## config.mk

```make
export PLATFORM = sky130hd
export DESIGN_NAME = fetch_unit_flat
export DESIGN_NICKNAME = d
export VERILOG_FILES = /design/src/rtl/fetch_unit_if.sv /design/src/rtl/fetch_unit.sv /design/src/flat_wrapper.sv
export SDC_FILE = /design/constraint.sdc
export NUM_CORES = 1
export LEC_CHECK = 0
export CAP_MARGIN = 15
export CORE_ASPECT_RATIO = 0.75
export CORE_UTILIZATION = 35
export DETAILED_ROUTE_END_ITERATION = 7
export SLEW_MARGIN = 20
export SYNTH_ARGS = -nofsm -noshare
export SYNTH_HDL_FRONTEND = slang
export SYNTH_SLANG_ARGS = --single-unit
export TNS_END_PERCENT = 1
```

## constraint.sdc

```tcl
create_clock -name clk -period 1.7 [get_ports clk]
set_input_delay 0.34 -clock clk [delete_from_list [all_inputs] [get_ports clk]]
set_output_delay 0.34 -clock clk [all_outputs]
set_load 0.01 [all_outputs]
```

## src/rtl/fetch_unit_if.sv

```systemverilog
// Bundle between the fetch unit, PC/redirect source, instruction memory and decode.
// valid/ready: a beat transfers on a rising edge where both are high; imem_req/imem_gnt behave the same way.
interface fetch_unit_if #(
    parameter int DATA_WIDTH = 32
);
    logic                  redirect_valid;
    logic [DATA_WIDTH-1:0] redirect_pc;
    logic                  imem_req;
    logic [DATA_WIDTH-1:0] imem_addr;
    logic                  imem_gnt;
    logic                  imem_rvalid;
    logic [DATA_WIDTH-1:0] imem_rdata;
    logic                  instr_valid;
    logic                  instr_ready;
    logic [DATA_WIDTH-1:0] instr;
    logic [DATA_WIDTH-1:0] instr_pc;
    logic [1:0]            fsm_state;

    modport master (
        input  redirect_valid, redirect_pc, imem_gnt, imem_rvalid, imem_rdata, instr_ready,
        output imem_req, imem_addr, instr_valid, instr, instr_pc, fsm_state
    );

    modport slave (
        output redirect_valid, redirect_pc, imem_gnt, imem_rvalid, imem_rdata, instr_ready,
        input  imem_req, imem_addr, instr_valid, instr, instr_pc, fsm_state
    );
endinterface

```

## src/rtl/fetch_unit.sv

```systemverilog
// Instruction-fetch front end: one outstanding word fetch, small {word, pc} buffer
// toward decode, and a redirect that flushes buffered and in-flight instructions.
module fetch_unit #(
    parameter int                    DATA_WIDTH = 32,
    parameter logic [DATA_WIDTH-1:0] RESET_PC   = '0,
    parameter int                    FIFO_DEPTH = 2
) (
    input logic          clk,
    input logic          rst,
    fetch_unit_if.master bus
);
    localparam int PTR_W = $clog2(FIFO_DEPTH);
    localparam int CNT_W = PTR_W + 1;
    localparam logic [CNT_W-1:0] DEPTH_C = CNT_W'(FIFO_DEPTH);

    typedef enum logic [1:0] {
        ST_REQ  = 2'd0,
        ST_WAIT = 2'd1,
        ST_DROP = 2'd2
    } state_t;

    state_t                state;
    logic                  started;
    logic [DATA_WIDTH-1:0] fetch_pc;
    logic [DATA_WIDTH-1:0] req_pc;

    logic [DATA_WIDTH-1:0] fifo_word [FIFO_DEPTH];
    logic [DATA_WIDTH-1:0] fifo_pc   [FIFO_DEPTH];
    logic [PTR_W-1:0]      rd_ptr;
    logic [PTR_W-1:0]      wr_ptr;
    logic [CNT_W-1:0]      count;

    logic req_fire;
    logic push;
    logic pop;

    // A request only goes out when a free slot exists, so the response can always be pushed.
    assign bus.imem_req    = started && (state == ST_REQ) && (count < DEPTH_C) && !bus.redirect_valid;
    assign bus.imem_addr   = fetch_pc;
    assign bus.instr_valid = (count != '0) && !bus.redirect_valid;
    assign bus.instr       = fifo_word[rd_ptr];
    assign bus.instr_pc    = fifo_pc[rd_ptr];
    assign bus.fsm_state   = state;

    assign req_fire = bus.imem_req && bus.imem_gnt;
    assign push     = (state == ST_WAIT) && bus.imem_rvalid && !bus.redirect_valid;
    assign pop      = bus.instr_valid && bus.instr_ready;

    always_ff @(posedge clk or negedge rst) begin
        if (!rst) begin
            state    <= ST_REQ;
            started  <= 1'b0;
            fetch_pc <= RESET_PC;
            req_pc   <= '0;
        end else begin
            started <= 1'b1;
            if (bus.redirect_valid) begin
                fetch_pc <= {bus.redirect_pc[DATA_WIDTH-1:2], 2'b00};
                // An in-flight fetch still owes a response; DROP swallows it.
                case (state)
                    ST_WAIT, ST_DROP: state <= bus.imem_rvalid ? ST_REQ : ST_DROP;
                    default:          state <= ST_REQ;
                endcase
            end else begin
                case (state)
                    ST_REQ: begin
                        if (req_fire) begin
                            req_pc   <= fetch_pc;
                            fetch_pc <= fetch_pc + DATA_WIDTH'(4);
                            state    <= ST_WAIT;
                        end
                    end
                    ST_WAIT: begin
                        if (bus.imem_rvalid) state <= ST_REQ;
                    end
                    ST_DROP: begin
                        if (bus.imem_rvalid) state <= ST_REQ;
                    end
                    default: state <= ST_REQ;
                endcase
            end
        end
    end

    always_ff @(posedge clk or negedge rst) begin
        if (!rst) begin
            rd_ptr <= '0;
            wr_ptr <= '0;
            count  <= '0;
            for (int i = 0; i < FIFO_DEPTH; i++) begin
                fifo_word[i] <= '0;
                fifo_pc[i]   <= '0;
            end
        end else if (bus.redirect_valid) begin
            rd_ptr <= '0;
            wr_ptr <= '0;
            count  <= '0;
        end else begin
            if (push) begin
                fifo_word[wr_ptr] <= bus.imem_rdata;
                fifo_pc[wr_ptr]   <= req_pc;
                wr_ptr            <= wr_ptr + PTR_W'(1);
            end
            if (pop) begin
                rd_ptr <= rd_ptr + PTR_W'(1);
            end
            case ({push, pop})
                2'b10:   count <= count + CNT_W'(1);
                2'b01:   count <= count - CNT_W'(1);
                default: count <= count;
            endcase
        end
    end
endmodule

```

## src/flat_wrapper.sv

```systemverilog
// flat-port wrapper written by rule: the top's interface ports become plain ports
module fetch_unit_flat 
#(
    parameter int                    DATA_WIDTH = 32,
    parameter logic [DATA_WIDTH-1:0] RESET_PC   = '0,
    parameter int                    FIFO_DEPTH = 2
)
  (clk, rst, bus_redirect_valid, bus_redirect_pc, bus_imem_gnt, bus_imem_rvalid, bus_imem_rdata, bus_instr_ready, bus_imem_req, bus_imem_addr, bus_instr_valid, bus_instr, bus_instr_pc, bus_fsm_state);
  fetch_unit_if #(.DATA_WIDTH(DATA_WIDTH)) bus_i ();
  input logic clk;
  input logic rst;
  input wire logic [$bits(bus_i.redirect_valid)-1:0] bus_redirect_valid;
  input wire logic [$bits(bus_i.redirect_pc)-1:0] bus_redirect_pc;
  input wire logic [$bits(bus_i.imem_gnt)-1:0] bus_imem_gnt;
  input wire logic [$bits(bus_i.imem_rvalid)-1:0] bus_imem_rvalid;
  input wire logic [$bits(bus_i.imem_rdata)-1:0] bus_imem_rdata;
  input wire logic [$bits(bus_i.instr_ready)-1:0] bus_instr_ready;
  output wire logic [$bits(bus_i.imem_req)-1:0] bus_imem_req;
  output wire logic [$bits(bus_i.imem_addr)-1:0] bus_imem_addr;
  output wire logic [$bits(bus_i.instr_valid)-1:0] bus_instr_valid;
  output wire logic [$bits(bus_i.instr)-1:0] bus_instr;
  output wire logic [$bits(bus_i.instr_pc)-1:0] bus_instr_pc;
  output wire logic [$bits(bus_i.fsm_state)-1:0] bus_fsm_state;
  assign bus_i.redirect_valid = bus_redirect_valid;
  assign bus_i.redirect_pc = bus_redirect_pc;
  assign bus_i.imem_gnt = bus_imem_gnt;
  assign bus_i.imem_rvalid = bus_imem_rvalid;
  assign bus_i.imem_rdata = bus_imem_rdata;
  assign bus_i.instr_ready = bus_instr_ready;
  assign bus_imem_req = bus_i.imem_req;
  assign bus_imem_addr = bus_i.imem_addr;
  assign bus_instr_valid = bus_i.instr_valid;
  assign bus_instr = bus_i.instr;
  assign bus_instr_pc = bus_i.instr_pc;
  assign bus_fsm_state = bus_i.fsm_state;
  fetch_unit #(.DATA_WIDTH(DATA_WIDTH), .RESET_PC(RESET_PC), .FIFO_DEPTH(FIFO_DEPTH)) u_core (.clk(clk), .rst(rst), .bus(bus_i));
endmodule
```

==> flow_metrics.env <==
export IMPL_status="finished with violations"
export IMPL_violations="setup timing"
export IMPL_synthesis_area_um2=8610
export IMPL_synth_top_family_by_area="multiplexers"
export IMPL_regArea_um2=4790
export IMPL_cp_startpoint="u_core.rd_ptr"
export IMPL_clkLatencyLatePin_ps=420
export IMPL_vias=6186
export IMPL_cp_end_kind="output pin"
export IMPL_fillCellCount=2185
export IMPL_drc=0
export IMPL_clock_sinks=191
export IMPL_setup_ws_ps=-314
export IMPL_first_pass_iters=4
export IMPL_cts_buffers_inserted=17
export IMPL_antenna_found_initial=0
export IMPL_dieWidth_um=183
export IMPL_synth_compound_area_share_pct=4.90
export IMPL_hpwl_um=15200
export IMPL_p_leak_uw=0.00584
export IMPL_fp_coreArea_um2=24000
export IMPL_drv_cap=0
export IMPL_ys_seq_area_share_pct=55.5
export IMPL_avgSynthCellArea_um2=12.4
export IMPL_power_density_nw_per_um2=1060
export IMPL_path_clk_slew_ps=70
export IMPL_fmax_mhz=496
export IMPL_routed_wl_um=22200
export IMPL_synth_common_cells="dfrtp_1, mux2_2, nand2_1"
export IMPL_min_path_type="in -> async"
export IMPL_synth_most_common_cell="dfrtp_1"
export IMPL_gp_congestion=0.783
export IMPL_die_h_um=138
export IMPL_r2r_start="u_core.bus.fsm_state[1]"
export IMPL_grt_first_pass_wirelength_um=34800
export IMPL_synth_top_cell_area_share_pct=55.5
export IMPL_ys_warn_count=0
export IMPL_boundaryPins=170
export IMPL_die_area_um2=25200
export IMPL_crit_path_start_kind="flip-flop"
export IMPL_worstPathRequired_ps=1360
export IMPL_clock_skew_ps=11.2
export IMPL_htree_levels=4
export IMPL_nets=997
export IMPL_hold_viol_final=0
export IMPL_drv_slew=0
export IMPL_layout_drive_gt1_share_pct=43.4
export IMPL_root_buffer="clkbuf_16"
export IMPL_holdWs_ps=430
export IMPL_crit_type="reg -> out"
export IMPL_path_max_fanout=7
export IMPL_netlist_instances=694
export IMPL_wire_per_inst_um=17.5
export IMPL_synthMuxAreaShare_pct=24.8
export IMPL_p_total_uw=12800
export IMPL_synthSimpleGateAreaFrac_pct=10.5
export IMPL_syn_to_final_growth_pct=40.4
export IMPL_critPathArrivalTime_ps=1670
export IMPL_synth_seq_cells=191
export IMPL_rows=49
export IMPL_via_per_inst=4.88
export IMPL_synthXorXnorAreaFrac_pct=0.814
export IMPL_peakVddDrop_mv=0.691
export IMPL_synth_edf_count=0
export IMPL_finalCritPeriodShare_pct=118
export IMPL_drt_first_iter_violations=334
export IMPL_clockBufferDepth=2
export IMPL_synth_top_area_cell="dfrtp_1"
export IMPL_track_usage_pct=18.1
export IMPL_synth_fa_ha_area_share_pct=0.436
export IMPL_io_buffers=163
export IMPL_synth_ff_type="dfrtp_1"
export IMPL_synth_area_leaders="dfrtp_1, mux2_2, nand2_1"
export IMPL_synth_distinct_cells=51
export IMPL_cts_tree="yes"
export IMPL_n_antenna_cell=0
export IMPL_grt_pass1_vias=6090
export IMPL_overflow=0
export IMPL_multi_input_area_um2=3690
export IMPL_setup_viol=142
export IMPL_rsz0062_at_grt="true"
export IMPL_start_util_pct=35.8
export IMPL_min_period_ps=2010
export IMPL_ant_nets=0
export IMPL_async_flop_share_pct=100
export IMPL_grt_max_degree=46
[path summary, 6_finish.rpt]
path	depth (start not counted)	slack (ps)	to
setup / recovery	5	-310	bus_instr_pc[9]
hold / removal	2	430	u_core.fifo_pc[9]
setup reg to reg	8	-220	u_core.bus.imem_addr[27]
hold reg to reg	1	500	u_core.fifo_word[7]
max in group asynchronous	3	660	u_core.fifo_word[37]
min in group clk	3	460	u_core.bus.imem_addr[18]
[placed cells by master, fill, tap and decap left out, types with 8 or more instances in the layout]
cell / synthesis / layout
dfrtp_1: 191 / 184
mux2_2: 186 / 180
nand2_1: 115 / 109
clkdlybuf4s50_1: 0 / 66
buf_6: 3 / 58
buf_4: 4 / 53
dlygate4sd2_1: 0 / 32
buf_12: 0 / 21
nand3_1: 19 / 18
clkbuf_16: 0 / 18
nor2_1: 14 / 14
buf_2: 21 / 12
nand4_1: 11 / 11
a21oi_1: 9 / 9
o21ai_0: 17 / 8
[stage by stage]
step / setup WS (ps) / utilization [%] / area, um2 / setup TNS, ps / instances
2_1_floorplan: -111 / - / 8660 / -7620 / 697
5_1_grt: -374 / 50.3 / 12100 / -36620 / 1267
6_report: -314 / 50.3 / 12100 / -23680 / 1267
3_5_place_dp: -385 / 46.9 / 11300 / -54850 / 1225
3_3_place_gp: -358 / 46.9 / 11300 / -52890 / 1225
4_1_cts: -356 / 49.6 / 11900 / -28300 / 1267
[area by class of cell]
cell class / instances / area share [%]
clock buffer: 20 / 3.78
clock inverter: 11 / 0.694
inverter: 9 / 0.280
multi-input combinational: 456 / 30.5
sequential: 191 / 39.6
tap: 331 / 3.43
timing repair buffer: 249 / 21.7
[state kept, by name, summed over array words and instances (netlist names)]
signal,cells
u_core.rd_ptr,1
u_core.count,2
u_core.wr_ptr,1
u_core.started,1
u_core.fifo_pc,60
u_core.fifo_word,64
u_core.bus.fsm_state,2
u_core.req_pc,30
u_core.bus.imem_addr,30
[report_power, final]
group | total [uW] | leakage (uW) | switching (uW) | internal, uW
Sequential | 5770 | 0.00253 | 478 | 5290
Clock | 3710 | 0.000255 | 1750 | 1960
Combinational | 3320 | 0.00306 | 1370 | 1950
[layer usage]
| metal | global-route usage [%] | share of wire (%) |
|---|---|---|
| met1 | 26.1 | 49 |
| met2 | 27.8 | 46 |
| met3 | 3.54 | 4.5 |
| met4 | 4.86 | 0.88 |
| met5 | 0 | 0 |
[worst max-delay path, stage by stage, from the launching register on]
cell and delay (ps):
dfrtp_2 440, buf_6 130, buf_8 130, buf_16 140, mux2_4 300, buf_6 120
[timing repair]
item / in CTS / in global routing
hold buffers: 1 / 0
hold endpoints to repair: 39 / 0
buffers inserted: 6 / 1
pin swaps: 3 / 0
setup endpoints to repair: 187 / 209
gates resized for setup: 354 / 39
cloned: 4 / 1
[kinds of logic (layout without fill, tap and decap cells)]
family / count (synthesis) / count (layout)
simple gates: 190 / 190
mux: 190 / 190
other cells: 2 / 5
buf+inv: 50 / 289
compound gates: 60 / 60
fa+ha+maj: 3 / 3
xor+xnor: 8 / 8
flops: 191 / 191
No activity file was read; power rests on OpenSTA's default activity.
